### src/rtl/fifo_rd_packer.sv
// Read-side packer for the async FIFO: pops DSIZE-bit entries in the rclk
// domain and emits RATIO-lane words on a valid/ready stream.
module fifo_rd_packer #(
    parameter int DSIZE   = 8,
    parameter int RATIO   = 4,
    parameter int TIMEOUT = 16,
    parameter int CW      = 16,
    localparam int LW     = $clog2(RATIO + 1),
    localparam int W      = DSIZE * RATIO
) (
    input  logic             rclk,
    input  logic             rrst_n,
    input  logic [DSIZE-1:0] rdata,
    input  logic             rempty,
    output logic             rinc,
    input  logic             flush,
    output logic [W-1:0]     out_data,
    output logic [LW-1:0]    out_lanes,
    output logic             out_valid,
    input  logic             out_ready,
    output logic [CW-1:0]    pkt_cnt
);

    localparam int TW = (TIMEOUT > 2) ? $clog2(TIMEOUT) : 1;
    localparam logic [TW-1:0] TMAX = TW'((TIMEOUT > 0) ? TIMEOUT - 1 : 0);
    localparam logic [LW-1:0] LAST = LW'(RATIO - 1);

    typedef enum logic {FILL, EMIT} state_t;

    state_t          state;
    state_t          state_nxt;
    logic [LW-1:0]   idx;
    logic [TW-1:0]   timer;
    logic            pop;
    logic            tmo;
    logic            idle_go;
    logic            pop_go;

    assign pop     = rinc;
    assign tmo     = (TIMEOUT != 0) && (timer == TMAX);
    assign idle_go = (idx != '0) && !pop && (flush || tmo);
    assign pop_go  = pop && ((idx == LAST) || flush);

    // State register
    always_ff @(posedge rclk or negedge rrst_n) begin
        if (!rrst_n) begin
            state <= FILL;
        end else begin
            state <= state_nxt;
        end
    end

    // Next-state logic
    always_comb begin
        state_nxt = state;
        unique case (state)
            FILL: begin
                if (pop_go || idle_go) begin
                    state_nxt = EMIT;
                end
            end
            EMIT: begin
                if (out_ready) begin
                    state_nxt = FILL;
                end
            end
            default: state_nxt = FILL;
        endcase
    end

    // Pop strobe never depends on out_ready; reset holds it low
    always_comb begin
        rinc = 1'b0;
        unique case (state)
            FILL:    rinc = rrst_n && !rempty;
            EMIT:    rinc = 1'b0;
            default: rinc = 1'b0;
        endcase
    end

    // out_data doubles as lane storage; cleared on acceptance so
    // partial words carry zero upper lanes.
    always_ff @(posedge rclk or negedge rrst_n) begin
        if (!rrst_n) begin
            idx       <= '0;
            timer     <= '0;
            out_data  <= '0;
            out_lanes <= '0;
            out_valid <= 1'b0;
            pkt_cnt   <= '0;
        end else begin
            unique case (state)
                FILL: begin
                    if (pop) begin
                        out_data[int'(idx)*DSIZE +: DSIZE] <= rdata;
                        idx   <= idx + LW'(1);
                        timer <= '0;
                        if (pop_go) begin
                            out_valid <= 1'b1;
                            out_lanes <= idx + LW'(1);
                        end
                    end else if (idx != '0) begin
                        if (idle_go) begin
                            out_valid <= 1'b1;
                            out_lanes <= idx;
                        end else begin
                            timer <= timer + TW'(1);
                        end
                    end
                end
                EMIT: begin
                    if (out_ready) begin
                        out_valid <= 1'b0;
                        out_data  <= '0;
                        idx       <= '0;
                        timer     <= '0;
                        if (pkt_cnt != '1) begin
                            pkt_cnt <= pkt_cnt + CW'(1);
                        end
                    end
                end
                default: ;
            endcase
        end
    end

endmodule

### config.mk
export PLATFORM = sky130hd
export DESIGN_NAME = fifo_rd_packer
export DESIGN_NICKNAME = d
export VERILOG_FILES = /design/src/rtl/fifo_rd_packer.sv
export SDC_FILE = /design/constraint.sdc
export NUM_CORES = 1
export LEC_CHECK = 0
export CORE_AREA = 8 8 109 111
export CTS_BUF_LIST = sky130_fd_sc_hd__clkbuf_8
export DETAILED_ROUTE_END_ITERATION = 8
export DIE_AREA = 0 0 117 119
export HOLD_SLACK_MARGIN = 0.12
export PLACE_DENSITY = 0.5
export SLEW_MARGIN = 0
export SYNTH_ARGS = -nofsm -noshare
export SYNTH_HDL_FRONTEND = slang
export SYNTH_SLANG_ARGS = --single-unit
export TNS_END_PERCENT = 100
### constraint.sdc
create_clock -name rclk -period 2.96 [get_ports rclk]
set_clock_uncertainty 0.1 [all_clocks]
set_input_delay 0.444 -clock rclk [delete_from_list [all_inputs] [get_ports rclk]]
set_output_delay 0.444 -clock rclk [all_outputs]
set_load 0.05 [all_outputs]
# Yosys cells after proc, flatten, opt, wreduce, memory -nomap -nowiden
# Index checks and enable logic that the tools add are counted.
[word_totals]
output_inout_bits = 53
elab_cells = 67
register_bits = 60
[classes]
eq_ne = 10
addsub = 4
shifts = 2
bitwise_logic = 1
reduce_logical = 17
muxes = 26
[op_table]
columns = ["operator", "count"]
rows = [
  ["32-bit two-way mux", 2],
  ["32-bit one-hot mux with 2 select lines", 1],
  ["6-bit negator with 33-bit output", 1],
  ["8-bit by 33-bit variable shift with 32-bit output, first input constant", 1],
  ["8-bit by 33-bit indexed part select with 32-bit output", 1],
  ["32-bit bitwise mux", 1],
  ["3-bit two-way mux", 6],
  ["16-bit by 1-bit adder with 16-bit output, second input constant", 1],
  ["4-bit two-way mux", 4],
  ["16-bit inequality test, second input constant", 1],
  ["3-bit inequality test, second input constant", 4],
  ["4-bit one-hot mux with 2 select lines", 1],
  ["4-bit AND reduction", 2],
  ["1-bit two-way mux", 7],
  ["1-bit one-hot mux with 2 select lines", 3],
  ["3-bit one-hot mux with 2 select lines", 1],
  ["3-bit AND reduction", 2],
  ["4-bit by 1-bit adder with 4-bit output, second input constant", 1],
  ["4-bit equality test, second input constant", 1],
  ["1-bit logical AND", 4],
  ["2-bit inequality test, second input constant", 2],
  ["2-bit nonzero test", 2],
  ["3-bit by 1-bit adder with 3-bit output, second input constant", 1],
  ["3-bit by 2-bit equality test with 1-bit output, second input constant", 1],
  ["other kinds (6)", 9],
]

# Logic depth before layout (Yosys ltp)
[logic_depth]
ltp_word = 10
depth_mapped = 9

# Worst setup path before layout
# Ideal clock, no wire load.
[synth_timing]
path_kind = "flip-flop to flip-flop"
start = "reg idx[0]"
end = "reg out_data[7]"
stages_incl_launch_ff = 10
required_time_ps = 2737
setup_time_ps = 123
path_slack_ps = 715
path_buffers = 2
arrival_time_ps = 2022
synth_period_minus_slack_ps = 2245
path_cell_list = "dfrtp_1 inv_1 ha_1 ha_1 buf_2 nor4b_2 nand4_4 buf_6 nand3_1 o21ai_1"
[synth_between]
elab_chain_len = 5
[synth_lines]
columns = ["item", "line_no", "text"]
rows = [
  ["start, declared", "32", "logic [LW-1:0] idx;"],
  ["start signal, assigned", "96", "idx <= idx + LW'(1);"],
  ["6-bit negator with 33-bit output *", "95", "out_data[int'(idx)*DSIZE +: DSIZE] <= rdata;"],
  ["8-bit by 33-bit indexed part select with 32-bit output or 8-bit by 33-bit variable shift with 32-bit output (tied branches)", "95", ""],
  ["32-bit bitwise mux *", "95", ""],
  ["32-bit two-way mux *", "94", "if (pop) begin"],
  ["32-bit one-hot mux with 2 select lines *", "92", "unique case (state)"],
  ["end signal, assigned by index", "95", ""],
  ["end, declared", "17", "output logic [W-1:0] out_data,"],
]
# Mark *: on every way between the ends. The rest lies on a longest branch, timed or not. The select of a mux whose other input is x is not followed.
# A chain may end at the register's enable or synchronous reset.

# Final worst setup path
[layout_timing]
start = "in rrst_n"
end = "out rinc"
[layout_between]
elab_chain_len = 2
[layout_lines]
columns = ["item", "line_no", "text"]
rows = [
  ["start, declared", "12", "input logic rrst_n,"],
  ["1-bit logical AND", "75", "FILL: rinc = rrst_n && !rempty;"],
  ["1-bit one-hot mux with 2 select lines", "74", "unique case (state)"],
  ["end, declared", "15", "output logic rinc,"],
]
# Every way passes these cells.

==> run summary <==
The total of warnings raised by yosys is 0. The post-synthesis cell area is 2942 sq um. The final critical path takes up 86.97% of the cycle.

The sort of element at the start of the critical path is an input pin. The timing-limited maximum frequency is 0.3884 GHz. After synthesis, the mean cell area works out to 11.02 sq um. The worst hold path begins at out_data[11]. The data required time at the worst endpoint came out at 2420 ps.

The die is 119 um tall. The power per standard cell area came out at 831.9 nW/um^2. The count of nets left with antenna violations once routing finished came out at 0. The transition time at the pin with the least slew margin came out at 683.6 ps. Counting the buffers created by CTS gives 9. The cts-stage hold buffer count came out at 1. The initial DRC count is 123. The largest net degree at the start of global routing is 56. The number of antenna violations at the first check in global routing came to 0. The setup-violating endpoint count in the final report is 0. The total routing usage reported by global routing came out at 11.67%. The global-route wire length before repair came out at 12670 um. The count of mapped cells out of synthesis is 267. 0 antenna diodes ended up in the layout. The worst-case clock buffer depth came out at 2. The routed wirelength normalized by instance count came out at 16.07 um. The CTS tree is done.

The area share of the leading cell type in the synthesized netlist came out at 51.04%. The overall overflow remaining after global route came out at 0. The hold-critical path depth came out at 2. In the routed layout, each cell is associated on average with a via count of 4.719.

The via count of the first global-routing pass came out at 2285. The number of hold violations in the final report came out at 0. Leaving out fill and tap cells, the most frequent cell in the layout is clkdlybuf4s50_1. Subtracting the final worst setup slack from the clock period gives 2574 ps. For this run, design rule violations remaining after detail routing come to 0. The data arrival time of the critical path came out at 2030 ps. The total area inside the core boundary comes to 10090 sq um. STA classifies the critical path endpoint as a primary output. The largest total area in the synthesized netlist belongs to dfrtp_1.

The tree is rooted in a clkbuf_8. The pre-antenna-repair detailed-routing pass consisted of 6 iterations. The worst register-to-register path begins at idx[0].

The area added between synthesis and finish is 33.52%. The XOR/XNOR share of the synthesized area is 3.871%. In this run the critical register-to-register path is captured at out_data[18]. The post-synthesis adder-cell area fraction came out at 3.403%. Max-cap violations in this run came to 0.

The routed design has 7665 um of wire. The cell row count came out at 37. The total vias in the final route came out at 2251. The distinct cell type count of the synthesized netlist is 53. The worst supply voltage drop on vdd came out at 0.3022 mV. Measured in cells, the most critical reg-to-reg path has a length of 6.

The setup slack of the most critical reg-to-reg path came out at 450 ps. After synthesis, the largest family of logic cells by area is simple AND/OR/NAND/NOR gates. When the netlist entered floorplanning its net count stood at 288. The path with the worst hold slack has its endpoint at out_data[11]. In the post-synthesis netlist, the biggest area contributors are dfrtp_1 51%, nand2_1 4.7%, ha_1 3.4%, nor4_4 2.9%, xor2_1 2.7%. The detailed placement HPWL is 5683 um. The final-layout fill cell count came out at 1026. The die boundary width is 117 um. The sequential fraction of the synthesis area is 51.04%. The area share of and/or/nand/nor cells after synthesis is 20.84%.

In this run, synthesis produced a sequential element count of 60. The type of the worst setup path is input pin to primary output. The final cell count without fillers came out at 477. Headroom to the max-slew limit came out at 54.42%. The clock-pin slew on the worst setup and hold paths came out at 60 ps. Multiplexer cells account for 0.8507% of the synthesized area. The initial core utilization came out at 29.15%. The die covers 13920 sq um. The synthesized-area fraction occupied by ao, oa, aoi and oai cells is 15.87%. Of the cells placed in the final design, the portion with a size suffix greater than 1 is 13.49%. The global placer's final weighted congestion came out at 0.7340. Counting tap cells, the placed design contains a total of 460 instances. The run finished with clean final reports. The clock latency on the worst-skew pair came out at 340 ps. Setup repair after global routing left no endpoint under its margin. The maximum level of the CTS H-tree is 3.

The number of buffers inserted to repair setup after CTS is 0. The final-layout setup total negative slack came out at 0 ps. The min-delay analysis places its worst path in the category register to register.

In the layout the commonest cells are 63 x clkdlybuf4s50_1, 60 x dfrtp_1, 37 x nand2_1. The tree built by TritonCTS fans out to 60 sinks. The standby leakage power came out at 0.001702 uW.

The number of nets in the layout came out at 357. The number of I/O pins is 66. The number of input and output port buffers inserted came out at 65. In this run, post-CTS repair resized a total of 0 instances.

The count of pins over their slew limit is 0. The largest driver fanout on the critical path came out at 8.
## per-stage QoR
step | util (%) | cell area, sq um | total power [uW] | hold WS [ps] | setup WS [ps]
finish | 38.92 | 3928 | 3267 | 377.9 | 385.6
global route | 38.92 | 3928 | 3468 | 388.0 | 287.3
CTS | 38.92 | 3928 | 3308 | 388.8 | 357.8
detailed placement | 36.81 | 3715 | 2536 | 199.5 | 461.4
global placement | 36.81 | 3715 | 2532 | 200.8 | 512.6
floorplan | - | 2942 | 2112 | 48.41 | 714.8
## report_power, final
group	leakage [uW]	internal [uW]	switching [uW]	total, uW
registers	0.000811	971	178	1150
logic	0.000784	455	909	1360
clock network	0.000107	429	325	754
total	0.00170	1850	1410	3270
## cell usage after synthesis (all sizes together)
library cell	count
nor3	3
or3b	1
a22o	8
inv	13
nand3b	1
mux2i	1
buf	10
a41oi	1
o311a	1
a311oi	1
and2	1
a31oi	7
dfrtp	60
nor2	11
o22ai	1
a221o	1
a21oi	4
nor2b	4
ha	8
o211ai	1
o31ai	10
mux2	1
nand4	8
nand2	37
nand2b	1
nand3	16
a32o	1
nor4b	2
a211oi	1
clkinv	1
or3	1
xnor2	4
and3	2
o21ai	23
a21boi	1
xor2	9
nor4	7
and4b	1
o311ai	1
and4	2
## state kept, by name (all words and copies together), names as in the netlist
| register | cells |
|---|---|
| out_data | 32 |
| pkt_cnt | 16 |
| timer | 4 |
| idx | 3 |
| out_lanes | 3 |
| out_valid | 1 |
| state | 1 |
## per-layer routing
metal / vias up / track usage [%] / wire length [um]
li1: 1106 / - / -
met1: 1090 / 15.59 / 3647
met2: 44 / 16.85 / 3453
met3: 11 / 3.487 / 412
met4: 0 / 5.364 / 152
met5: - / 0 / 0
## critical path, cell delays in order
cell           delay [ps]
dlygate4sd3_1         530
buf_2                 220
or3b_1                500
clkinv_2              170
buf_12                150
## cell families (layout without fill, tap and decap cells)
group | count (synthesis) | count (layout)
multiplexers | 2 | 2
buffers and inverters | 24 | 98
flip-flops | 60 | 60
AO/OA/AOI/OAI | 62 | 62
XOR/XNOR | 13 | 13
AND/OR/NAND/NOR | 98 | 98
adder cells (fa/ha/maj) | 8 | 8
## worst max-delay path by stage
| stage | to | from | slack (ps) |
|---|---|---|---|
| finish | rinc | rrst_n | 390 |
| global route | out_data[5] | idx[0] | 290 |
| CTS | rinc | rrst_n | 360 |
| detailed placement | out_data[0] | idx[0] | 460 |
| global placement | out_data[4] | idx[0] | 510 |
| floorplan | out_data[7] | idx[0] | 710 |
## final cells by class
type | count | area (sq um) | area share (%)
Clock inverter | 5 | 51.30 | 1.306
Multi-Input combinational cell | 183 | 1319 | 33.58
Clock buffer | 11 | 151.4 | 3.855
Timing Repair Buffer | 68 | 680.7 | 17.33
Tap cell | 136 | 170.2 | 4.333
Inverter | 14 | 53.80 | 1.370
Sequential cell | 60 | 1501 | 38.23
(Power assumes the default switching activity.)
==> edit 1: new RTL, config.mk and constraints unchanged <==
Put one more register stage on the output `pkt_cnt`, without a reset. The value now appears one clock later. The other outputs are not delayed to match.
--- a/src/rtl/fifo_rd_packer.sv
+++ b/src/rtl/fifo_rd_packer.sv
@@ -26,6 +26,8 @@
     localparam logic [LW-1:0] LAST = LW'(RATIO - 1);
 
     typedef enum logic {FILL, EMIT} state_t;
+
+    logic [CW-1:0] pkt_cnt_s0;
 
     state_t          state;
     state_t          state_nxt;
@@ -87,7 +89,7 @@
             out_data  <= '0;
             out_lanes <= '0;
             out_valid <= 1'b0;
-            pkt_cnt   <= '0;
+            pkt_cnt_s0 <= '0;
         end else begin
             unique case (state)
                 FILL: begin
@@ -114,8 +116,8 @@
                         out_data  <= '0;
                         idx       <= '0;
                         timer     <= '0;
-                        if (pkt_cnt != '1) begin
-                            pkt_cnt <= pkt_cnt + CW'(1);
+                        if (pkt_cnt_s0 != '1) begin
+                            pkt_cnt_s0 <= pkt_cnt_s0 + CW'(1);
                         end
                     end
                 end
@@ -124,5 +126,9 @@
         end
     end
 
+    always_ff @(posedge rclk) begin
+        pkt_cnt <= pkt_cnt_s0;
+    end
+
 endmodule
 
Formal check against the unedited RTL: not equivalent (Yosys sat finds a counterexample within 4 cycles, from zero or initial values and one cycle with rrst_n low).
==> edit 1 against the original RTL <==
- critical path type is now register to register
- routed wire length is 3.3% lower
- count of clock-buffer cells in the layout shrank 1
- hold slack worse by 0.041 ns
- sequential cell count increased by 16
- global-route usage fell by 0.48 points
- synthesized area increased by 6.4%
- largest cell class unchanged
- worst setup slack got worse by 0.076 ns
- power up 9.7%
- final area up 6.6%
==> edit 1: results (changes against the original RTL) <==
[sta]
slew_headroom=0.347  ; was 0.544

[layout]
nets=368  ; was 357
drive_above_1_share=0.0938  ; was 0.135
reg_top3=out_data: 32 flops, pkt_cnt: 16 flops, pkt_cnt_s0: 16 flops  ; was out_data: 32 flops, pkt_cnt: 16 flops, timer: 4 flops

[routing]
vias_per_cell=4.65  ; was 4.72
totalWireLength_um=7410  ; was 7670 um
drt_iter0_drc=102  ; was 123

[global_routing]
grt_pass1_vias=2332  ; was 2285
grt_pass1_wl_um=12200  ; was 12700 um
grt_max_degree=52  ; was 56

[yosys]
synth_fp_nets=297  ; was 288
synth_cells=276  ; was 267
synth_area_leaders=dfrtp_1 (48%), dfxtp_1 (10%), nand2_1 (3.7%)  ; was dfrtp_1 (51%), nand2_1 (4.7%), ha_1 (3.4%)
synthTopCellsByCount=dfrtp_1 (60), nand2_1 (31), nand3_1 (18), o21ai_0 (18), dfxtp_1 (16)  ; was dfrtp_1 (60), nand2_1 (37), nand3_1 (14), o21ai_0 (14), inv_1 (13)

[power_and_ir_drop]
p_leak_nw=1.82  ; was 1.70 nW
peakVddDrop_v=0.000290  ; was 0.000302 V

[cts]
clkTransAtPathRegs_ns=0.08  ; was 0.06 ns

[run_status]
status=complete, no violations  ; unchanged

[placement]
place_area_um2=3930  ; was 3710 um2
dp.cells=471  ; was 460
routabilityCongestion=0.817  ; was 0.734
dpl_worst_slack_ns=0.308  ; was 0.461 ns

[min_path]
whs_path_depth=0  ; was 2

[setup_path]
r2r_cells=7  ; was 6
worst-path-max-fanout=10  ; was 8
crit_arrival_ns=2.82  ; was 2.03 ns

[edit 1: final timing paths]
path	startpoint	to	slack, ns
min in group asynchronous	rrst_n	out_valid	0.45
worst min-delay path	pkt_cnt_s0[15]	pkt_cnt[15]	0.34
worst max-delay path	idx[0]	out_data[19]	0.31
worst max register to register	idx[0]	out_data[19]	0.31
worst min register to register	pkt_cnt_s0[15]	pkt_cnt[15]	0.34
max in group asynchronous	rrst_n	pkt_cnt_s0[12]	1.36
[edit 1: critical path, cell delays in order, from the launching register on]
cell	delay, ns
dfrtp_1	0.55
inv_1	0.14
ha_1	0.23
ha_1	0.32
and2b_1	0.21
a31oi_2	0.25
nor4_4	0.57
a22o_1	0.20
[edit 1: cell families after synthesis]
group                      share of synthesized area
DFF                                            0.582
adders and majority gates                     0.0320
buffers and inverters                         0.0284
muxes                                         0.0244
and+or+nand+nor                                0.178
AOI/OAI and AO/OA                              0.124
xor gates and xnor gates                      0.0308
[edit 1: layout make-up]
type | instances | area [um2] | share of cell area
tap | 136 | 170 | 0.0406
inverter | 12 | 45.0 | 0.0108
sequential | 76 | 1820 | 0.435
clock buffer | 10 | 138 | 0.0329
multi-input combinational | 179 | 1220 | 0.291
clock inverter | 6 | 106 | 0.0254
timing repair buffer | 69 | 688 | 0.164
[edit 1: routing by layer]
| layer | up-vias | GRT usage | wire [um] | share of wire |
|---|---|---|---|---|
| met5 | - | 0 | 0 | 0 |
| li1 | 1132 | - | - | - |
| met2 | 47 | 0.172 | 3510 | 0.47 |
| met1 | 1076 | 0.140 | 3290 | 0.44 |
| met3 | 13 | 0.0268 | 386 | 0.052 |
| met4 | 0 | 0.0641 | 218 | 0.029 |
[edit 1: power by group]
part	switching, mW	internal, mW
sequential	0.194	1.22
clock	0.368	0.579
combinational	0.802	0.424
==> edit 2: new RTL, same flow settings <==
Made on the original files. The parameter `DSIZE` goes from 8 to 4.
--- a/src/rtl/fifo_rd_packer.sv
+++ b/src/rtl/fifo_rd_packer.sv
@@ -1,7 +1,7 @@
 // Read-side packer for the async FIFO: pops DSIZE-bit entries in the rclk
 // domain and emits RATIO-lane words on a valid/ready stream.
 module fifo_rd_packer #(
-    parameter int DSIZE   = 8,
+    parameter int DSIZE   = 4,
     parameter int RATIO   = 4,
     parameter int TIMEOUT = 16,
     parameter int CW      = 16,
Interface: changed (resized out_data and rdata); port bits go from 66 to 46. The function was not compared with the original's and may differ.
==> edit 2 against the original RTL <==
- synthesized area is 22% lower
- via count is 20% lower
- sequential cell count is 16 lower
- routed wire length is 26% lower
- synthesized cell count is 18% lower
- power is 27% lower
- worst setup slack better by 0.37 ns
- sequential power is 23% lower
- final area is 22% lower
- clock power is 38% lower
- critical endpoint is now pkt_cnt[2]
==> edit 2: results (changes against the original RTL) <==
[run_status]
status=complete, no violations  ; unchanged

[cts]
cts.htree.levels=2  ; was 3
ctsResizeCount=0  ; unchanged
clkTransAtPathRegs_ns=0.09  ; was 0.06 ns
clock_latency_ns=0.30  ; was 0.34 ns
postCtsSetupBuffers=0  ; unchanged

[yosys]
synth_fp_nets=237  ; was 288
yosys.area_share.adder=0.0488  ; was 0.0340
ys_warn_count=0  ; unchanged
synth_xor_area_frac=0.0494  ; was 0.0387
synth_seq_area_share=0.477  ; was 0.510
synth_seq_cells=44  ; was 60
synth_area_leaders=dfrtp_1 (48%), nand2_1 (5.0%), ha_1 (4.9%)  ; was dfrtp_1 (51%), nand2_1 (4.7%), ha_1 (3.4%)
synthTopCellsByCount=dfrtp_1 (44), nand2_1 (31), o21ai_0 (18)  ; was dfrtp_1 (60), nand2_1 (37), nand3_1 (14), o21ai_0 (14), inv_1 (13)
synth_cell_types=48  ; was 53
synthMuxAreaShare=0.0347  ; was 0.00851
syn_avg_cell_area_um2=10.5  ; was 11.0 um2

[power_and_ir_drop]
p_comb_mw=1.05  ; was 1.36 mW
peakVddDrop_v=0.000293  ; was 0.000302 V
seq_power_share=0.366  ; was 0.352
power_mw=2.40  ; was 3.27 mW
p_leak_nw=1.29  ; was 1.70 nW
power.internal_mw=1.34  ; was 1.85 mW

[routing]
vias_per_cell=4.43  ; was 4.72
totalWireLength_um=5710  ; was 7670 um
drt_iter0_drc=100  ; was 123

[setup_path]
rr_endpoint=out_data[13]  ; was out_data[18]
crit_start=pkt_cnt[2]  ; was rrst_n
worst-path-max-fanout=7  ; was 8
critical-path-max-stage-delay_ns=0.87  ; was 0.53 ns
slowest_stage=clkdlybuf4s50_1  ; was dlygate4sd3_1
reg2reg_from=idx[1]  ; was idx[0]
r2r_slack_ns=0.77  ; was 0.45 ns

[layout]
seq_area_frac=0.361  ; was 0.382
drive_above_1_share=0.114  ; was 0.135
n_clock_buffer=5  ; was 11
inverters=11  ; was 14
reg_top3=out_data: 16 flops, pkt_cnt: 16 flops, timer: 4 flops  ; was out_data: 32 flops, pkt_cnt: 16 flops, timer: 4 flops
buffers=48  ; was 68
layout.nonclk_buf_frac=0.157  ; was 0.173
multiInputGateArea_um2=1150  ; was 1320 um2
nets=289  ; was 357
nMultiInputCombCells=161  ; was 183
multi_input_area_share=0.376  ; was 0.336

[placement]
routabilityCongestion=0.738  ; was 0.734
place_hpwl_um=4270  ; was 5680 um
portBuffers=45  ; was 65
place_area_um2=2940  ; was 3710 um2

[min_path]
hold_class=input pin to asynchronous set/reset pin  ; was register to register

[sta]
worst_slew_pin_slew_ns=0.605  ; was 0.684 ns

[global_routing]
grt_max_degree=45  ; was 56

[edit 2: worst register-to-register path: cells and delay by family, from the launching register on]
family,cells,cell delay [ns]
buffers and inverters,1,0.11
adders and majority gates,2,0.47
DFF,1,0.43
AOI/OAI and AO/OA,2,0.71
and+or+nand+nor,1,0.23
[edit 2: per-stage QoR]
| stage | hold slack (ns) | std cells | worst slack, ns |
|---|---|---|---|
| 4_1_cts | 0.208 | 408 | 0.729 |
| 6_report | 0.173 | 408 | 0.753 |
| 3_3_place_gp | 0.373 | 400 | 0.648 |
| 2_1_floorplan | 0.0484 | 219 | 0.813 |
| 3_5_place_dp | 0.379 | 400 | 0.607 |
| 5_1_grt | 0.234 | 408 | 0.564 |
[edit 2: per-layer routing]
layer	global-route usage	vias up	routed length [um]
met4	0.0264	0	53
met1	0.109	874	2600
met3	0.0283	5	436
met2	0.132	35	2620
li1	-	892	-
met5	0	-	0
